## config.mk

```make
export PLATFORM = sky130hd
export DESIGN_NAME = synth_tone_queue_flat
export DESIGN_NICKNAME = d
export VERILOG_FILES = /design/src/rtl/synth_tone_queue_if.sv /design/src/rtl/synth_tone_queue.sv /design/src/flat_wrapper.sv
export SDC_FILE = /design/constraint.sdc
export NUM_CORES = 1
export LEC_CHECK = 0
export CORE_AREA = 10 10 218 220
export DETAILED_ROUTE_END_ITERATION = 7
export DIE_AREA = 0 0 228 230
export HOLD_SLACK_MARGIN = 0.03
export SETUP_SLACK_MARGIN = 0.1
export SKIP_LAST_GASP = 1
export SLEW_MARGIN = 20
export SYNTH_ARGS = -nofsm -noshare
export SYNTH_HDL_FRONTEND = slang
export SYNTH_SLANG_ARGS = --single-unit
```

## constraint.sdc

```tcl
create_clock -name clk -period 7.7 [get_ports clk]
set_input_delay 1.54 -clock clk [delete_from_list [all_inputs] [get_ports clk]]
set_output_delay 1.54 -clock clk [all_outputs]
set_load 0.02 [all_outputs]
```

## src/rtl/synth_tone_queue_if.sv

```systemverilog
// Bundled SoC-side and voice-side signals of the tone-command queue.
// Optional macro SYNTH_QUEUE_OVF_CNT_EN adds the ovf_count status bus.
interface synth_tone_queue_if #(
    parameter int ADDR_W = 4
);
    logic              synth_en;
    logic              ld_fifo;
    logic [31:0]       tone;
    logic              flush;
    logic              sample_tick;
    logic              fifo_full;
    logic              run;
    logic              voice_wr;
    logic [2:0]        voice_idx;
    logic              voice_gate;
    logic [23:0]       voice_inc;
    logic [ADDR_W:0]   fifo_count;
`ifdef SYNTH_QUEUE_OVF_CNT_EN
    logic [15:0]       ovf_count;
`endif

    modport master (
        output synth_en, ld_fifo, tone, flush, sample_tick,
        input  fifo_full, run, voice_wr, voice_idx, voice_gate, voice_inc,
`ifdef SYNTH_QUEUE_OVF_CNT_EN
               ovf_count,
`endif
               fifo_count
    );

    modport slave (
        input  synth_en, ld_fifo, tone, flush, sample_tick,
        output fifo_full, run, voice_wr, voice_idx, voice_gate, voice_inc,
`ifdef SYNTH_QUEUE_OVF_CNT_EN
               ovf_count,
`endif
               fifo_count
    );
endinterface

```

## src/rtl/synth_tone_queue.sv

```systemverilog
// Tone-command queue: buffers 32-bit tone words from the SoC and releases at
// most one decoded voice-register write per audio sample tick.
// Optional macro SYNTH_QUEUE_OVF_CNT_EN adds a saturating dropped-write counter.
module synth_tone_queue #(
    parameter int DEPTH  = 16,
    parameter int ADDR_W = 4,
    parameter int INC_W  = 24
) (
    input  logic              clk,
    input  logic              reset,
    synth_tone_queue_if.slave bus
);
    typedef enum logic [1:0] {IDLE, WAIT_TICK, POP, ISSUE} state_t;

    // Stored entry is {gate, idx, inc}; reserved tone bits are never kept.
    localparam int ENT_W = 4 + INC_W;

    logic [ENT_W-1:0]  mem [DEPTH];
    logic [ADDR_W-1:0] wr_ptr, rd_ptr;
    logic [ADDR_W:0]   count, count_nxt;
    state_t            state, state_nxt;
    logic              run_q;
    logic              full;
    logic              wr_acc;
    logic              do_pop;
    logic              v_gate;
    logic [2:0]        v_idx;
    logic [INC_W-1:0]  v_inc;
    logic              unused_rsvd;

    assign unused_rsvd = ^bus.tone[27:24];

    assign full   = (count == (ADDR_W+1)'(DEPTH));
    // A full queue drops the word even if a pop happens in the same cycle.
    assign wr_acc = bus.ld_fifo && !full && !bus.flush;
    assign do_pop = (state == POP) && !bus.flush;

    assign bus.fifo_full  = full;
    assign bus.fifo_count = count;
    assign bus.run        = run_q;
    assign bus.voice_wr   = (state == ISSUE);
    assign bus.voice_idx  = v_idx;
    assign bus.voice_gate = v_gate;
    assign bus.voice_inc  = v_inc;

    // Storage write; contents need no reset.
    always_ff @(posedge clk) begin
        if (wr_acc) mem[wr_ptr] <= {bus.tone[31:28], bus.tone[INC_W-1:0]};
    end

    // Occupancy next-value: flush wins, simultaneous write+pop cancels.
    always_comb begin
        count_nxt = count;
        if (bus.flush)
            count_nxt = '0;
        else if (wr_acc && !do_pop)
            count_nxt = count + (ADDR_W+1)'(1);
        else if (!wr_acc && do_pop)
            count_nxt = count - (ADDR_W+1)'(1);
    end

    // Pointers, occupancy, run register.
    always_ff @(posedge clk or posedge reset) begin
        if (reset) begin
            wr_ptr <= '0;
            rd_ptr <= '0;
            count  <= '0;
            run_q  <= 1'b0;
        end else begin
            run_q <= bus.synth_en;
            count <= count_nxt;
            if (bus.flush) begin
                wr_ptr <= '0;
                rd_ptr <= '0;
            end else begin
                if (wr_acc) wr_ptr <= wr_ptr + 1'b1;
                if (do_pop) rd_ptr <= rd_ptr + 1'b1;
            end
        end
    end

    // Registered read of the head entry into the held voice fields.
    always_ff @(posedge clk or posedge reset) begin
        if (reset) begin
            v_gate <= 1'b0;
            v_idx  <= '0;
            v_inc  <= '0;
        end else if (do_pop) begin
            {v_gate, v_idx, v_inc} <= mem[rd_ptr];
        end
    end

    // FSM state register.
    always_ff @(posedge clk or posedge reset) begin
        if (reset) state <= IDLE;
        else       state <= state_nxt;
    end

    // FSM next state; ticks outside WAIT_TICK are simply not looked at.
    always_comb begin
        state_nxt = state;
        case (state)
            IDLE:      if (run_q) state_nxt = WAIT_TICK;
            WAIT_TICK: begin
                if (!run_q)
                    state_nxt = IDLE;
                else if (bus.sample_tick && (count != '0))
                    state_nxt = POP;
            end
            POP:       state_nxt = ISSUE;
            ISSUE:     state_nxt = run_q ? WAIT_TICK : IDLE;
            default:   state_nxt = IDLE;
        endcase
        // An ISSUE cycle already drives voice_wr; flush only redirects the FSM.
        if (bus.flush) state_nxt = IDLE;
    end

`ifdef SYNTH_QUEUE_OVF_CNT_EN
    logic [15:0] ovf_q;
    assign bus.ovf_count = ovf_q;

    // Saturating count of words dropped because the queue was full.
    always_ff @(posedge clk or posedge reset) begin
        if (reset)
            ovf_q <= '0;
        else if (bus.flush)
            ovf_q <= '0;
        else if (bus.ld_fifo && full && (ovf_q != 16'hFFFF))
            ovf_q <= ovf_q + 16'd1;
    end
`endif

endmodule

```

## src/flat_wrapper.sv

```systemverilog
// flat-port wrapper written by rule: the top's interface ports become plain ports
module synth_tone_queue_flat 
#(
    parameter int DEPTH  = 16,
    parameter int ADDR_W = 4,
    parameter int INC_W  = 24
)
  (clk, reset, bus_synth_en, bus_ld_fifo, bus_tone, bus_flush, bus_sample_tick, bus_fifo_full, bus_run, bus_voice_wr, bus_voice_idx, bus_voice_gate, bus_voice_inc, bus_fifo_count);
  synth_tone_queue_if #(.ADDR_W(ADDR_W)) bus_i ();
  input  logic clk;
  input  logic reset;
  input wire logic [$bits(bus_i.synth_en)-1:0] bus_synth_en;
  input wire logic [$bits(bus_i.ld_fifo)-1:0] bus_ld_fifo;
  input wire logic [$bits(bus_i.tone)-1:0] bus_tone;
  input wire logic [$bits(bus_i.flush)-1:0] bus_flush;
  input wire logic [$bits(bus_i.sample_tick)-1:0] bus_sample_tick;
  output wire logic [$bits(bus_i.fifo_full)-1:0] bus_fifo_full;
  output wire logic [$bits(bus_i.run)-1:0] bus_run;
  output wire logic [$bits(bus_i.voice_wr)-1:0] bus_voice_wr;
  output wire logic [$bits(bus_i.voice_idx)-1:0] bus_voice_idx;
  output wire logic [$bits(bus_i.voice_gate)-1:0] bus_voice_gate;
  output wire logic [$bits(bus_i.voice_inc)-1:0] bus_voice_inc;
  output wire logic [$bits(bus_i.fifo_count)-1:0] bus_fifo_count;
  assign bus_i.synth_en = bus_synth_en;
  assign bus_i.ld_fifo = bus_ld_fifo;
  assign bus_i.tone = bus_tone;
  assign bus_i.flush = bus_flush;
  assign bus_i.sample_tick = bus_sample_tick;
  assign bus_fifo_full = bus_i.fifo_full;
  assign bus_run = bus_i.run;
  assign bus_voice_wr = bus_i.voice_wr;
  assign bus_voice_idx = bus_i.voice_idx;
  assign bus_voice_gate = bus_i.voice_gate;
  assign bus_voice_inc = bus_i.voice_inc;
  assign bus_fifo_count = bus_i.fifo_count;
  synth_tone_queue #(.DEPTH(DEPTH), .ADDR_W(ADDR_W), .INC_W(INC_W)) u_core (.clk(clk), .reset(reset), .bus(bus_i));
endmodule
```

==> summary.md, run 1 <==
| Metric | Value |
|---|---|
| Outcome | completed |
| Ant diodes | 0 |
| Unrepaired setup endpoints after global routing | false |
| Initial antenna violation count | 0 |
| WP data required | 7890 ps |
| Hold EP | u_core.state[0] |
| Detail-routed via count per cell | 5.47 |
| CTS root buf | clkbuf_16 |
| Die Width | roughly 230 um |
| Synth area leaders | edfxtp_1 70%, mux2i_1 6.2%, dfrtp_1 5.7% |
| Post-route minimum period | 4080 ps |
| Area of the multi-input gates | 4370 um2 |
| Worst-path clk slew | 60 ps |
| Pre-antenna DRT Iters | 4 |
| Setup violations, final | 0 |
| Initial Util | 0.449 |
| Slew margin rel. | 0.280 |
| EDFF count, synth | approximately 450 |
| Fill count | 3429 |
| Most frequent cell after synthesis | edfxtp_1 |
| TritonCTS clock tree | yes |
| Number of gates resized after cts | 0 |
| Mapped Area | 19300 um2 |
| H-Tree Level Count | 2 |
| Critical R2R Capture | u_core.bus.voice_idx[2] |
| Power after layout | 0.00634 W |
| Largest net degree at the start of global routing | 93 |
| Hold path startpoint | u_core.state[0] |
| Vias in the first global route | 9629 |
| GRT Total Usage | 0.154 |
| Ports | 74 |
| Fmax achieved | about 250 MHz |
| Leading area contributor after synthesis | edfxtp_1 |
| Routed Antenna Nets | 0 |
| Area of the die | 52400 um2 |
| FF+latch count, synth | between 400 and 500 |
| Slowest cell on crit path | nor2_4 |
| Final setup TNS | 0 ps |
| Routability cong. | 0.712 |
| WL per Instance | 23.3 um |
| CP Launch Type | primary input |
| Hold path depth | 1 |
| Fin. Hold Viols | 0 |
| Register area share after synthesis | 0.756 |
| Synthesized area per cell | 18.7 um2 |
| Area Growth Syn to Fin | 16.4% |
| Clock Latency Late Sink | about 570 ps |
| Core area | 42900 um2 |
| Total CTS buffers | 51 |
| Leak pwr | 6.99 nW |
| WS Path Type | in2reg |
| Crit-path max FO | 28 |
| Cell variety after synth | 39 |
| DR vias | 9542 |
| Reg2Reg Launch Point | u_core.rd_ptr[2] |
| Final Slew Violations | 0 |
| Synthesized Nets | 1076 |
| Post-synthesis cell count | 1028 |
| Synth cell count leaders | 448 x edfxtp_1, 119 x mux2i_1, 64 x nand2_1, 56 x a22oi_1, 53 x nor2_1 |
| Layout cells sized above 1 | 0.155 |
| FF/Latch Area | 14600 um2 |
| Post-synth top area share | 0.698 |
| Die Ht | 230 um |
| Worst min path class | reg2reg |
| First-pass GRT wire length | 61400 um |
| Pwr dens | roughly 280 nW/um2 |
| Max Cap Violations | 0 |
| Worst path max stage delay | 890 ps |
| Post-synthesis async set-or-reset flop share | 0.0894 |
| Initial drt markers | about 830 |
| DRC | 0 |
| Crit end category | flip-flop |
| Worst Skew | 10.2 ps |
| Worst Max-Slew Pin Slew | roughly 1100 ps |
| Longest Clk Path Bufs | 3 |
| DP HPWL | 22000 um |
| Period utilization | 0.529 |
| Reg2Reg Depth | 6 |
| Peak supply drop | about 0.14 mV |
| Final WL | 40600 um |
| Crit path cell chain | clkdlybuf4s50_1, a211oi_1, nand2_1, nor2_4 |
| Global route total overflow | 0 |
| Port bufs | slightly below 70 |
| Crit path DAT | between 4000 and 5000 ps |
| Post-CTS Setup Inserts | 0 |
| CTS sink count | 492 |
| Final nets | 1167 |
| Yosys warns | 0 |
| Worst hold slack | 530 ps |
| Ys flop type | edfxtp_1 |
| Post-CTS Hold Fix Bufs | 0 |
| Std-Cell Rows | 76 |
| Worst reg-to-reg setup slack | 4510 ps |
## worst max-delay path by stage
stage | startpoint | to | slack, ps | depth (start not counted)
6_report | bus_flush | u_core.mem[12][2] | 3620 | 4
5_1_grt | bus_flush | u_core.mem[12][2] | 3360 | 4
4_1_cts | bus_flush | u_core.mem[15][0] | 3480 | 4
3_5_place_dp | bus_flush | u_core.mem[15][0] | 2860 | 4
3_3_place_gp | bus_flush | u_core.mem[8][2] | 2940 | 4
2_1_floorplan | bus_ld_fifo | u_core.mem[0][0] | 3140 | 4
## through the flow
step	instance area (um2)	instances	worst slack, ps	utilization
floorplan	19300	1028	3140	-
global placement	20600	1647	2940	0.479
detailed placement	20600	1650	2860	0.481
CTS	22400	1743	3480	0.522
global route	22400	1744	3360	0.523
finish	22400	1744	3620	0.523
## final cells by class
class / count / area share
tap: 585 / 0.0326
multi-input combinational: 473 / 0.195
inverter: 6 / 0.00100
clock inverter: 35 / 0.0203
timing repair buffer: 95 / 0.0436
sequential: 492 / 0.649
clock buffer: 58 / 0.0581
## logic make-up (layout without fill, tap and decap cells)
family	after synthesis	count (layout)	share of synthesized area
compound gates	113	113	0.0401
xor+xnor	8	8	0.00461
fa+ha+maj	10	10	0.00689
buf+inv	63	194	0.0242
flops	492	492	0.756
mux	176	176	0.129
simple gates	166	166	0.0391
## worst max-delay path, delay by kind of cell
family / cells / cell delay, ps
buffers and inverters: 1 / 740
AO/OA/AOI/OAI: 1 / 690
AND/OR/NAND/NOR: 2 / 1270
## report_power, final
| group | internal, W | leakage [nW] | switching (W) |
|---|---|---|---|
| registers | 0.00304 | 4.56 | 0.000102 |
| clock network | 0.00158 | 0.863 | 0.000983 |
| logic | 0.000286 | 1.57 | 0.000346 |
| total | 0.00491 | 6.99 | 0.00143 |
## cell usage in the layout (no fill, tap or decap), types with 21 or more instances in the layout
master | synthesis | layout
edfxtp_1 | 448 | 448
mux2i_1 | 119 | 119
clkdlybuf4s50_1 | 0 | 69
nand2_1 | 64 | 64
a22oi_1 | 56 | 56
clkbuf_16 | 0 | 51
mux4_2 | 44 | 44
dfrtp_1 | 44 | 42
nor2_1 | 53 | 38
a31oi_1 | 27 | 27
nand4_1 | 21 | 21
a21oi_1 | 21 | 21
buf_4 | 8 | 21
## sequential cells by signal, indices dropped and copies added (netlist names)
| signal | cells |
|---|---|
| u_core.wr_ptr | 4 |
| u_core.bus.fifo_count | 5 |
| u_core.rd_ptr | 4 |
| u_core.bus.run | 1 |
| u_core.bus.voice_gate | 1 |
| u_core.bus.voice_idx | 3 |
| u_core.bus.voice_inc | 24 |
| u_core.mem | 448 |
| u_core.state | 2 |
## metal layers
| metal | vias to the layer above | GRT usage | part of all wire |
|---|---|---|---|
| li1 | 4292 | - | - |
| met1 | 4969 | 0.214 | 0.46 |
| met2 | 235 | 0.242 | 0.47 |
| met3 | 46 | 0.0270 | 0.052 |
| met4 | 0 | 0.0473 | 0.019 |
| met5 | - | 0 | 0 |
Note: power is estimated with default switching activity, not from simulation.
==> inputs of run 2 (changes only) <==
==> constraint.sdc (replaced) <==
create_clock -name clk -period 3.9 [get_ports clk]
set_input_delay 0.78 -clock clk [delete_from_list [all_inputs] [get_ports clk]]
set_output_delay 0.78 -clock clk [all_outputs]
set_load 0.02 [all_outputs]
==> run 2 against run 1 <==
Utilization is essentially flat. Critical path depth shrank 1. Non-clock buffer count grew 18. Clock-buffer cell count grew 13. First-iteration DRC count grew 8.6%. Routed wire length grew 3.2%. Via count grew 1.0%. Clock power grew 81%. Sequential share of layout area is essentially flat.
==> summary.md, run 2 (same netlist as run 1, synthesis figures left out) <==
| Metric | Value |
|---|---|
| Clock Latency Late Sink | 600 ps |
| Initial antenna violation count | 0 |
| Routability cong. | 0.734 |
| Crit end category | primary output |
| Slowest cell on crit path | clkdlybuf4s50_1 |
| Worst min path class | reg2reg |
| GRT Total Usage | 0.159 |
| Outcome | completed |
| Peak supply drop | 0.312 mV |
| WL per Instance | 23.8 um |
| Worst Max-Slew Pin Slew | 850 ps |
| Fill count | between 3000 and 4000 |
| CP Buf/Inv Count | 1 |
| Initial drt markers | 906 |
| Crit-path max FO | 7 |
| Commonest non-fill, non-tap cell in the layout | edfxtp_1 |
| Final core utilization | 0.522 |
| Worst-path clk slew | about 70 ps |
| Area Growth Syn to Fin | 16.3% |
| Worst Skew | between 20 and 25 ps |
| Largest net degree at the start of global routing | 54 |
| Final WL | 41900 um |
| CTS sink count | 492 |
| Post-CTS Setup Inserts | 0 |
| Most flop-heavy register | u_core.mem |
| Area of the die | ~52000 um2 |
| Pre-antenna DRT Iters | 4 |
| Largest register FFs | 448 |
| Post-CTS Hold Fix Bufs | 0 |
| WS Path Type | reg2out |
| Pwr dens | between 500 and 600 nW/um2 |
| Die Ht | 230 um |
| Port bufs | 69 |
| Initial Util | 0.449 |
| DR vias | 9639 |
| Global route total overflow | 0 |
| Setup violations, final | 0 |
| CTS root buf | clkbuf_16 |
| Ports | 74 |
| Period utilization | 0.822 |
| Number of gates resized after cts | 0 |
| Layout cells sized above 1 | 0.161 |
| Detail-routed via count per cell | 5.47 |
| Final nets | 1184 |
| H-Tree Level Count | 2 |
| Core area | 42900 um2 |
| Worst path max stage delay | 620 ps |
| Final Slew Violations | 0 |
| Vias in the first global route | 9772 |
| Routed Antenna Nets | 0 |
| DP HPWL | between 20000 and 25000 um |
| Max Cap Violations | 0 |
| Ant diodes | 0 |
| Crit path DAT | approximately 2400 ps |
| First-pass GRT wire length | between 60000 and 70000 um |
| Longest Clk Path Bufs | 3 |
| Final setup TNS | 0 ps |
| Total CTS buffers | 50 |
| Std-Cell Rows | 76 |
| Post-route minimum period | roughly 3200 ps |
| Die Width | between 200 and 250 um |
| Leak pwr | between 6 and 7 nW |
| Delay-heaviest family, CP | simple AND/OR/NAND/NOR gates |
| DRC | 0 |
| Fmax achieved | roughly 310 MHz |
| Slew margin rel. | 0.433 |
| TritonCTS clock tree | yes |
| Crit path cell chain | or4_4, nor2_1, clkdlybuf4s50_1 |
| Fin. Hold Viols | 0 |
| WP data required | 3120 ps |
| Most frequent cells in the layout | 448 x edfxtp_1, 119 x mux2i_1, 69 x clkdlybuf4s50_1 |
| Unrepaired setup endpoints after global routing | false |
| CP Launch Type | flip-flop |
==> run 2: through the flow <==
stage,hold slack [ps],worst slack [ps],instances,cell area [um2],total power (W)
detailed placement,511,733,1669,20800,0.00760
floorplan,466,104,1028,19300,0.00691
CTS,519,643,1763,22400,0.0122
finish,525,693,1763,22400,0.0121
global placement,492,730,1669,20800,0.00758
global route,550,582,1763,22400,0.0126
==> run 2: power breakdown <==
part	switching [W]	internal, W	total [W]
clock network	0.00197	0.00267	0.00464
registers	0.000199	0.00601	0.00621
logic	0.000689	0.000569	0.00126
==> run 2: worst paths after layout <==
path,startpoint,to,slack (ps),depth (start not counted)
setup / recovery,u_core.bus.fifo_count[0],bus_fifo_full,690,3
hold / removal,u_core.state[0],u_core.state[0],520,1
setup reg to reg,u_core.bus.fifo_count[0],u_core.bus.fifo_count[4],1330,9
hold reg to reg,u_core.state[0],u_core.state[0],520,1
max in group asynchronous,reset,u_core.bus.voice_inc[2],2530,3
min in group asynchronous,reset,u_core.bus.run,630,2
==> run 2: metal layers <==
metal  up-vias  global-route usage  wire (um)
met5         -                   0          0
met4         0              0.0377        680
met3        55              0.0348       2350
met2       229               0.252      19900
met1      5021               0.221      19000
li1       4334                   -          -
==> run 2: final cells by class <==
cell class | count | area, um2 | share of cell area
sequential | 492 | 14600 | 0.650
multi-input combinational | 473 | 4370 | 0.195
clock buffer | 71 | 1370 | 0.0612
timing repair buffer | 113 | 1120 | 0.0500
tap | 585 | 732 | 0.0327
clock inverter | 23 | 229 | 0.0102
inverter | 6 | 22.5 | 0.00101
